==> src/rtl/stream_nto1_mux.sv <==
// stream_nto1_mux: registered N:1 valid/ready stream mux, select-driven or round-robin
//   clk        rising-edge clock
//   rst_n      synchronous active-low reset
//   in_data    NUM_CH packed channels, channel i at [i*DATA_W +: DATA_W]
//   in_valid   per-channel valid
//   in_ready   per-channel ready, one-hot or zero
//   sel        channel select, used only when RR_MODE=0
//   out_data   registered output beat
//   out_valid  output register holds a beat
//   out_ready  consumer accepts the beat
//   out_ch     source channel of the beat in out_data
module stream_nto1_mux #(
    parameter int DATA_W  = 8,
    parameter int NUM_CH  = 4,
    parameter int SEL_W   = 2,
    parameter int RR_MODE = 0
) (
    input  logic                     clk,
    input  logic                     rst_n,
    input  logic [NUM_CH*DATA_W-1:0] in_data,
    input  logic [NUM_CH-1:0]        in_valid,
    output logic [NUM_CH-1:0]        in_ready,
    input  logic [SEL_W-1:0]         sel,
    output logic [DATA_W-1:0]        out_data,
    output logic                     out_valid,
    input  logic                     out_ready,
    output logic [SEL_W-1:0]         out_ch
);
    typedef enum logic {EMPTY, FULL} state_t;
    state_t           state;
    logic [SEL_W-1:0] rr_ptr;
    logic [SEL_W-1:0] g;
    logic [SEL_W-1:0] idx;
    logic             grant;
    logic             can_load;
    logic             xfer;
    assign out_valid = state == FULL;
    assign can_load  = state == EMPTY || out_ready;
    // Round-robin scans from the farthest offset down so the channel nearest rr_ptr wins last.
    always_comb begin
        g     = '0;
        grant = 1'b0;
        idx   = '0;
        if (RR_MODE == 0) begin
            g     = sel;
            grant = 32'(sel) < NUM_CH;
        end else begin
            for (int k = NUM_CH - 1; k >= 0; k--) begin
                idx = SEL_W'((32'(rr_ptr) + 32'(k)) % NUM_CH);
                if (in_valid[idx]) begin
                    g     = idx;
                    grant = 1'b1;
                end
            end
        end
    end
    assign in_ready = (rst_n && can_load && grant) ? NUM_CH'(1) << g : '0;
    assign xfer     = |(in_valid & in_ready);
    always_ff @(posedge clk) begin
        if (!rst_n) begin
            state    <= EMPTY;
            out_data <= '0;
            out_ch   <= '0;
            rr_ptr   <= '0;
        end else if (xfer) begin
            state    <= FULL;
            out_data <= in_data[g*DATA_W +: DATA_W];
            out_ch   <= g;
            if (RR_MODE != 0) rr_ptr <= SEL_W'((32'(g) + 1) % NUM_CH);
        end else if (out_ready) begin
            state <= EMPTY;
        end
    end
endmodule

==> config.mk <==
export PLATFORM = sky130hd
export DESIGN_NAME = stream_nto1_mux
export DESIGN_NICKNAME = d
export VERILOG_FILES = /design/src/rtl/stream_nto1_mux.sv
export SDC_FILE = /design/constraint.sdc
export NUM_CORES = 1
export LEC_CHECK = 0
export CAP_MARGIN = 10
export CORE_MARGIN = 10
export CORE_UTILIZATION = 33
export CTS_BUF_LIST = sky130_fd_sc_hd__clkbuf_4 sky130_fd_sc_hd__clkbuf_8 sky130_fd_sc_hd__clkbuf_16
export DETAILED_ROUTE_END_ITERATION = 7
export PLACE_DENSITY_LB_ADDON = 0.12
export SETUP_SLACK_MARGIN = 0.3
export SLEW_MARGIN = 25
export SYNTH_ARGS = -nofsm -noshare
export SYNTH_HDL_FRONTEND = slang
export SYNTH_SLANG_ARGS = --single-unit
==> constraint.sdc <==
create_clock -name clk -period 1.8 [get_ports clk]
set_input_delay 0.18 -clock clk [delete_from_list [all_inputs] [get_ports clk]]
set_output_delay 0.18 -clock clk [all_outputs]
set_load 0.05 [all_outputs]
==> results by group, run 1 <==
CTS
  • Max H-tree Level: 1
  • Post-CTS Hold Buffers: 0
  • Clock transition at path regs: 70 ps
  • Number of clock sinks: 11
  • CTS buffer count: 3
  • Worst-Skew Late Latency: roughly 260 ps
  • CTS tree: yes
  • CTS max path bufs: 2
  • Root buf cell: clkbuf_4

Routing
  • Wire length per cell: about 17 um
  • Routed vias/inst: between 5 and 6
  • First drt pass iteration count: 4
  • Routed Antenna Nets: 0
  • DRC viols: 0
  • Final WL: between 2000 and 3000 um
  • Vias: around 850
  • Initial drt markers: 21

Setup path
  • CP Launch Type: input pin
  • Setup crit end kind: flop
  • Worst EP required: approximately 2000 ps
  • Worst reg2reg path depth: 4
  • Critical Path Start: in_valid[0]
  • Crit path DAT: about 1600 ps
  • Critical path class: in -> reg
  • Worst r2r src: out_valid
  • Critical path peak fanout: 9
  • FF-to-FF End: out_ch[0]
  • Setup slack, reg-to-reg: approximately 420 ps
  • Crit-path max cell delay: between 400 and 500 ps
  • Crit-path cells: clkdlybuf4s50_1, mux2i_1, or3_1, nand3_1, a21boi_1
  • Crit-path slowest cell: clkdlybuf4s50_1

Timing
  • Worst Skew: 4.61 ps
  • RSZ-0062 raised after global routing: false
  • Worst Tran Pin Value: between 500 and 600 ps
  • Fin Hold WS: around 360 ps
  • Final hold vios: 0
  • Slew HR: between 60% and 70%
  • Final setup violation count: 0
  • Setup TNS: 0 ps
  • Max Fclk: about 710 MHz
  • Min Tclk post-route: 1410 ps
  • Final worst-path cycle share: approximately four fifths
  • Pins Over Slew Limit: 0

Die
  • Die area: ~0.0045 mm2
  • Row count: 16
  • Ports: 56
  • Core footprint: between 0.002 and 0.0025 mm2
  • Die W: around 67 um
  • Initial Util: 35.8%
  • Die Ht: around 67 um

Synthesis
  • Top cells by area, synth: dfxtp_1 (30%), mux4_2 (25%), a21boi_1 (8.3%)
  • Async SR Flop Fraction: 0%
  • Top-count cell post-synth: dfxtp_1
  • EDFF count, synth: 0
  • Unique masters post-synth: 22
  • Post-synth top area share: between 30% and 40%
  • Post-Synthesis Cells: 74
  • Post-synth top area cell: dfxtp_1
  • Top FF cell, synth: dfxtp_1
  • Register bit total from synthesis: 11
  • Commonest cells in the netlist: dfxtp_1 (11), nand3_1 (10), a21boi_1 (8), mux4_2 (8), o21ai_1 (8)
  • Yosys warns: 0
  • Syn_area_per_cell: roughly 9.8 um2
  • Synth Cell Area: slightly above 700 um2
  • Sequential fraction of the synthesis area: slightly above 30%
  • Mapped Nets: between 100 and 150

Layout
  • Final Instance Count excl. Fillers: between 150 and 200
  • Final instance area: 0.00146 mm2
  • Layout cell share with drive strength beyond 1: 23.3%
  • Final nets: between 150 and 200
  • Layout area overhead: 101%
  • Number of fill cells: 153
  • Ant. Diodes: 0

GRT
  • Grt total ovfl: 0
  • Tot GR Track Use: between 10% and 20%
  • Number of global-route vias before repair: between 800 and 900
  • Initial antenna violation count: 0
  • Largest net degree at the start of global routing: 18
  • First-pass GRT wire length: approximately 4200 um

Place
  • I/O Buffers: between 50 and 60
  • Routability cong.: about 0.76
  • DP HPWL: 2270 um
  • Placed cell count: between 150 and 200
  • DP Area: 0.00137 mm2

Power and ir drop
  • Peak supply drop: roughly 0.00037 V
  • Power Density: 565 mW/mm2
  • Leak: a little over 0.6 nW

Hold path
  • Hold_sp: out_ready
  • Endpoint, Worst Hold: out_valid
  • Worst hold path class: in -> reg
  • Hold path depth: 3

Flow run
  • Max-cap violations: 0

Status
  • Status: finished clean
==> kinds of logic after synthesis <==
| family | share of synthesized area [%] |
|---|---|
| mux | 29.2 |
| simple gates | 17.3 |
| buf+inv | 5.87 |
| flops | 30.4 |
| compound gates | 17.3 |
==> metrics by stage <==
step | worst slack, ps | util [%] | total power, mW
detailed placement | -34.4 | 67.9 | 0.652
floorplan | 196 | - | 0.478
global route | 298 | 72.2 | 0.870
finish | 388 | 72.2 | 0.825
global placement | 56.7 | 67.9 | 0.644
CTS | 318 | 69.6 | 0.821
==> critical path, delay by kind of cell <==
family | cells | cell delay, ps
and+or+nand+nor | 2 | 490
AOI/OAI and AO/OA | 1 | 150
buffers and inverters | 1 | 420
muxes | 1 | 360
==> state kept, by name, summed over array words and instances, names as in the netlist <==
name,cells
out_data,8
out_ch,2
out_valid,1
==> how the worst max path moves through the flow <==
stage | to | slack (ps) | cells past startpoint
after floorplan | in_ready[1] | 200 | 3
after global placement | out_ch[1] | 60 | 5
after detailed placement | out_data[3] | -30 | 5
after CTS | in_ready[1] | 320 | 5
after global routing | out_data[3] | 300 | 5
final | out_data[4] | 390 | 5
==> metal layers <==
metal | track usage [%] | part of all wire [%] | up-vias
li1 | - | - | 401
met3 | 4.68 | 8.5 | 2
met1 | 11.7 | 34 | 407
met5 | 0 | 0 | -
met2 | 22.2 | 56 | 36
met4 | 4.62 | 1.0 | 0
==> cell type report <==
cell class	instances	area [um2]	share of cell area [%]
repair buffers	61	659	45.2
multi-input cells	55	508	34.8
flip-flops and latches	11	220	15.1
well taps	27	33.8	2.32
clock buffers	4	30.0	2.06
inverters	2	7.51	0.515
==> repair_timing <==
item,in CTS,in global routing
pin swaps,1,1
cloned,0,1
hold endpoints to repair,0,0
endpoints found under the setup margin,22,10
gates resized for setup,17,5
setup buffers,0,1
==> where the power goes <==
| group | total, mW | switching [mW] | internal [mW] |
|---|---|---|---|
| Clock | 0.179 | 0.0780 | 0.101 |
| Sequential | 0.276 | 0.0113 | 0.265 |
| Combinational | 0.370 | 0.186 | 0.184 |
==> layout by cell type, fill, tap and decap left out, types with 2 or more instances in the layout <==
master | synthesis | routed
a21boi_1 | 8 | 8
clkbuf_4 | 0 | 4
nor2_1 | 4 | 2
o21ai_1 | 8 | 8
buf_12 | 0 | 5
nor2_2 | 0 | 2
nand3_1 | 10 | 10
mux2i_1 | 2 | 2
mux4_2 | 8 | 8
a21oi_1 | 2 | 2
dlymetal6s2s_1 | 0 | 2
inv_1 | 2 | 2
dfxtp_1 | 11 | 11
dlygate4sd2_1 | 0 | 12
buf_4 | 0 | 3
nor3_4 | 0 | 3
clkdlybuf4s50_1 | 0 | 37
No activity file was read; power rests on OpenSTA's default activity.
==> run 2, diff against run 1 <==
Clock period 1.8 ns to 1.3 ns, I/O delays scaled along.
==> results by group, run 2 (synthesized netlist as in run 1, its figures left out) <==
Power and ir drop
  • Share of power burned in registers: between 20% and 30%
  • Power Density: approximately 770 mW/mm2
  • Leak: a little over 0.7 nW
  • Switching power total: a little over 0.5 mW
  • Power Internal: 0.908 mW
  • Logic pwr share: 52.1%
  • PnR Total Power: approximately 1.4 mW
  • Peak supply drop: ~0.00056 V
  • Net Sw Frac: 36.2%
  • Clock Power Share: between 10% and 20%

CTS
  • Clock transition at path regs: around 90 ps
  • CTS tree: yes
  • Root buf cell: clkbuf_4
  • Number of clock sinks: 11
  • Worst-Skew Late Latency: 280 ps
  • CTS buffer count: 3
  • CTS max path bufs: 2
  • Max H-tree Level: 1
  • Post-CTS Hold Buffers: 0

Layout
  • Layout cell share with drive strength beyond 1: between 50% and 60%
  • Commonest non-fill, non-tap cell in the layout: clkdlybuf4s50_1
  • Ant. Diodes: 0
  • Max FFs per register: 8
  • Final instance area: around 0.0018 mm2
  • Most frequent cells in the layout: clkdlybuf4s50_1 (35), buf_12 (16), buf_6 (9), buf_4 (9)
  • Layout area overhead: 154%
  • Largest Register: out_data
  • Final nets: 190

Status
  • Status: finished with violations
  • Failing checks: negative setup slack

Routing
  • Final WL: 4510 um
  • Routed Antenna Nets: 0
  • Routed vias/inst: between 5 and 6
  • Vias: approximately 1000
  • Wire length per cell: about 26 um
  • DRC viols: 0
  • First drt pass iteration count: 4
  • Initial drt markers: 50

Timing
  • Min Tclk post-route: 1360 ps
  • Setup TNS: -280 ps
  • Final worst-path cycle share: 104%
  • Pins Over Slew Limit: 0
  • Worst Tran Pin Value: around 330 ps
  • Slew HR: 77.7%
  • RSZ-0062 raised after global routing: true
  • Final setup violation count: 9
  • Worst Skew: about 9.6 ps
  • Setup ws final: -57.2 ps
  • Max Fclk: ~740 MHz
  • Final hold vios: 0

Setup path
  • Setup crit end kind: flop
  • WP buf/inv: 2
  • Crit-path slowest cell: dfxtp_4
  • Crit path DAT: 1550 ps
  • Cell with the most instances on the worst path: buf_6
  • Crit-path max cell delay: approximately 370 ps
  • Crit-path cells: nor2b_4, buf_6, nor3_4, buf_6, o21ai_2, a21boi_1
  • Critical path peak fanout: 4
  • Crit path max-delay family: flip-flops
  • CP Launch Type: flop
  • Critical path class: reg -> reg
  • Worst EP required: between 1000 and 1500 ps

GRT
  • First-pass GRT wire length: between 6000 and 7000 um
  • Tot GR Track Use: a little under a fifth
  • Initial antenna violation count: 0
  • Grt total ovfl: 0
  • Largest net degree at the start of global routing: 12
  • Number of global-route vias before repair: around 1200

Place
  • DP Area: approximately 0.0015 mm2
  • I/O Buffers: 55
  • Routability cong.: between 0.6 and 0.7

Die
  • Die W: ~67 um
  • Row count: 16
  • Core footprint: 0.00202 mm2
  • Die Ht: about 67 um
  • Ports: 56
  • Die area: roughly 0.0045 mm2
  • Initial Util: a little over a third

Hold path
  • Worst hold path class: in -> reg

Flow run
  • Max-cap violations: 0
## run 2: cell types whose count changed in the layout (fill, tap and decap cells not counted), moves of 3 or more
cell | previous run | this run
buf_12 | 5 | 16
dlygate4sd2_1 | 12 | 3
buf_6 | 1 | 9
o21ai_1 | 8 | 0
o21ai_2 | 0 | 8
buf_4 | 3 | 9
nand3_1 | 10 | 5
nand3_2 | 0 | 4
dfxtp_1 | 11 | 8
nor2_4 | 0 | 3
## run 2: worst min-delay path, cell delays in order
cell	delay, ps
dlymetal6s2s_1	140
mux2i_1	180
o31ai_1	110
nor2_1	140
## run 2: final timing paths
kind | from | end | slack (ps) | cells after the start
hold reg to reg | out_data[0] | out_data[0] | 520 | 2
setup reg to reg | out_valid | out_data[4] | -60 | 6
hold / removal | in_valid[1] | out_ch[1] | 460 | 4
setup / recovery | out_valid | out_data[4] | -60 | 6
## run 2: routing by layer
metal	vias up	track usage (%)	share of wire (%)
li1	432	-	-
met3	20	6.02	8.4
met1	500	19.3	36
met2	69	32.0	51
met5	-	0	0
met4	0	14.9	4.7
## run 2: stage by stage
| stage | instances | setup WS [ps] | util, % | hold slack [ps] |
|---|---|---|---|---|
| after global placement | 158 | -407 | 76.2 | 487 |
| final | 175 | -57.2 | 91.0 | 457 |
| after global routing | 175 | -97.1 | 91.0 | 445 |
| after CTS | 172 | -29.4 | 88.4 | 475 |
| after floorplan | 74 | -3.19 | - | 283 |
| after detailed placement | 158 | -477 | 76.2 | 496 |
## run 2: what timing repair did
| item | 4_1_cts | 5_1_grt |
|---|---|---|
| buffers inserted | 8 | 3 |
| gates resized for setup | 37 | 9 |
| pin swaps | 16 | 5 |
| endpoints found under the setup margin | 17 | 17 |
| gates cloned | 2 | 0 |
## run 2: power groups by stage
stage	logic [mW]	registers (mW)	clock network [mW]
finish	0.742	0.405	0.278
global route	0.765	0.408	0.296
CTS	0.690	0.402	0.275
detailed placement	0.601	0.406	0
global placement	0.584	0.405	0
floorplan	0.189	0.490	0
## run 2: layout make-up
cell class	count	area, um2
sequential	11	226
inverter	2	7.51
clock buffer	4	30.0
fill	78	181
multi-input combinational	57	654
timing repair buffer	74	888
tap	27	33.8
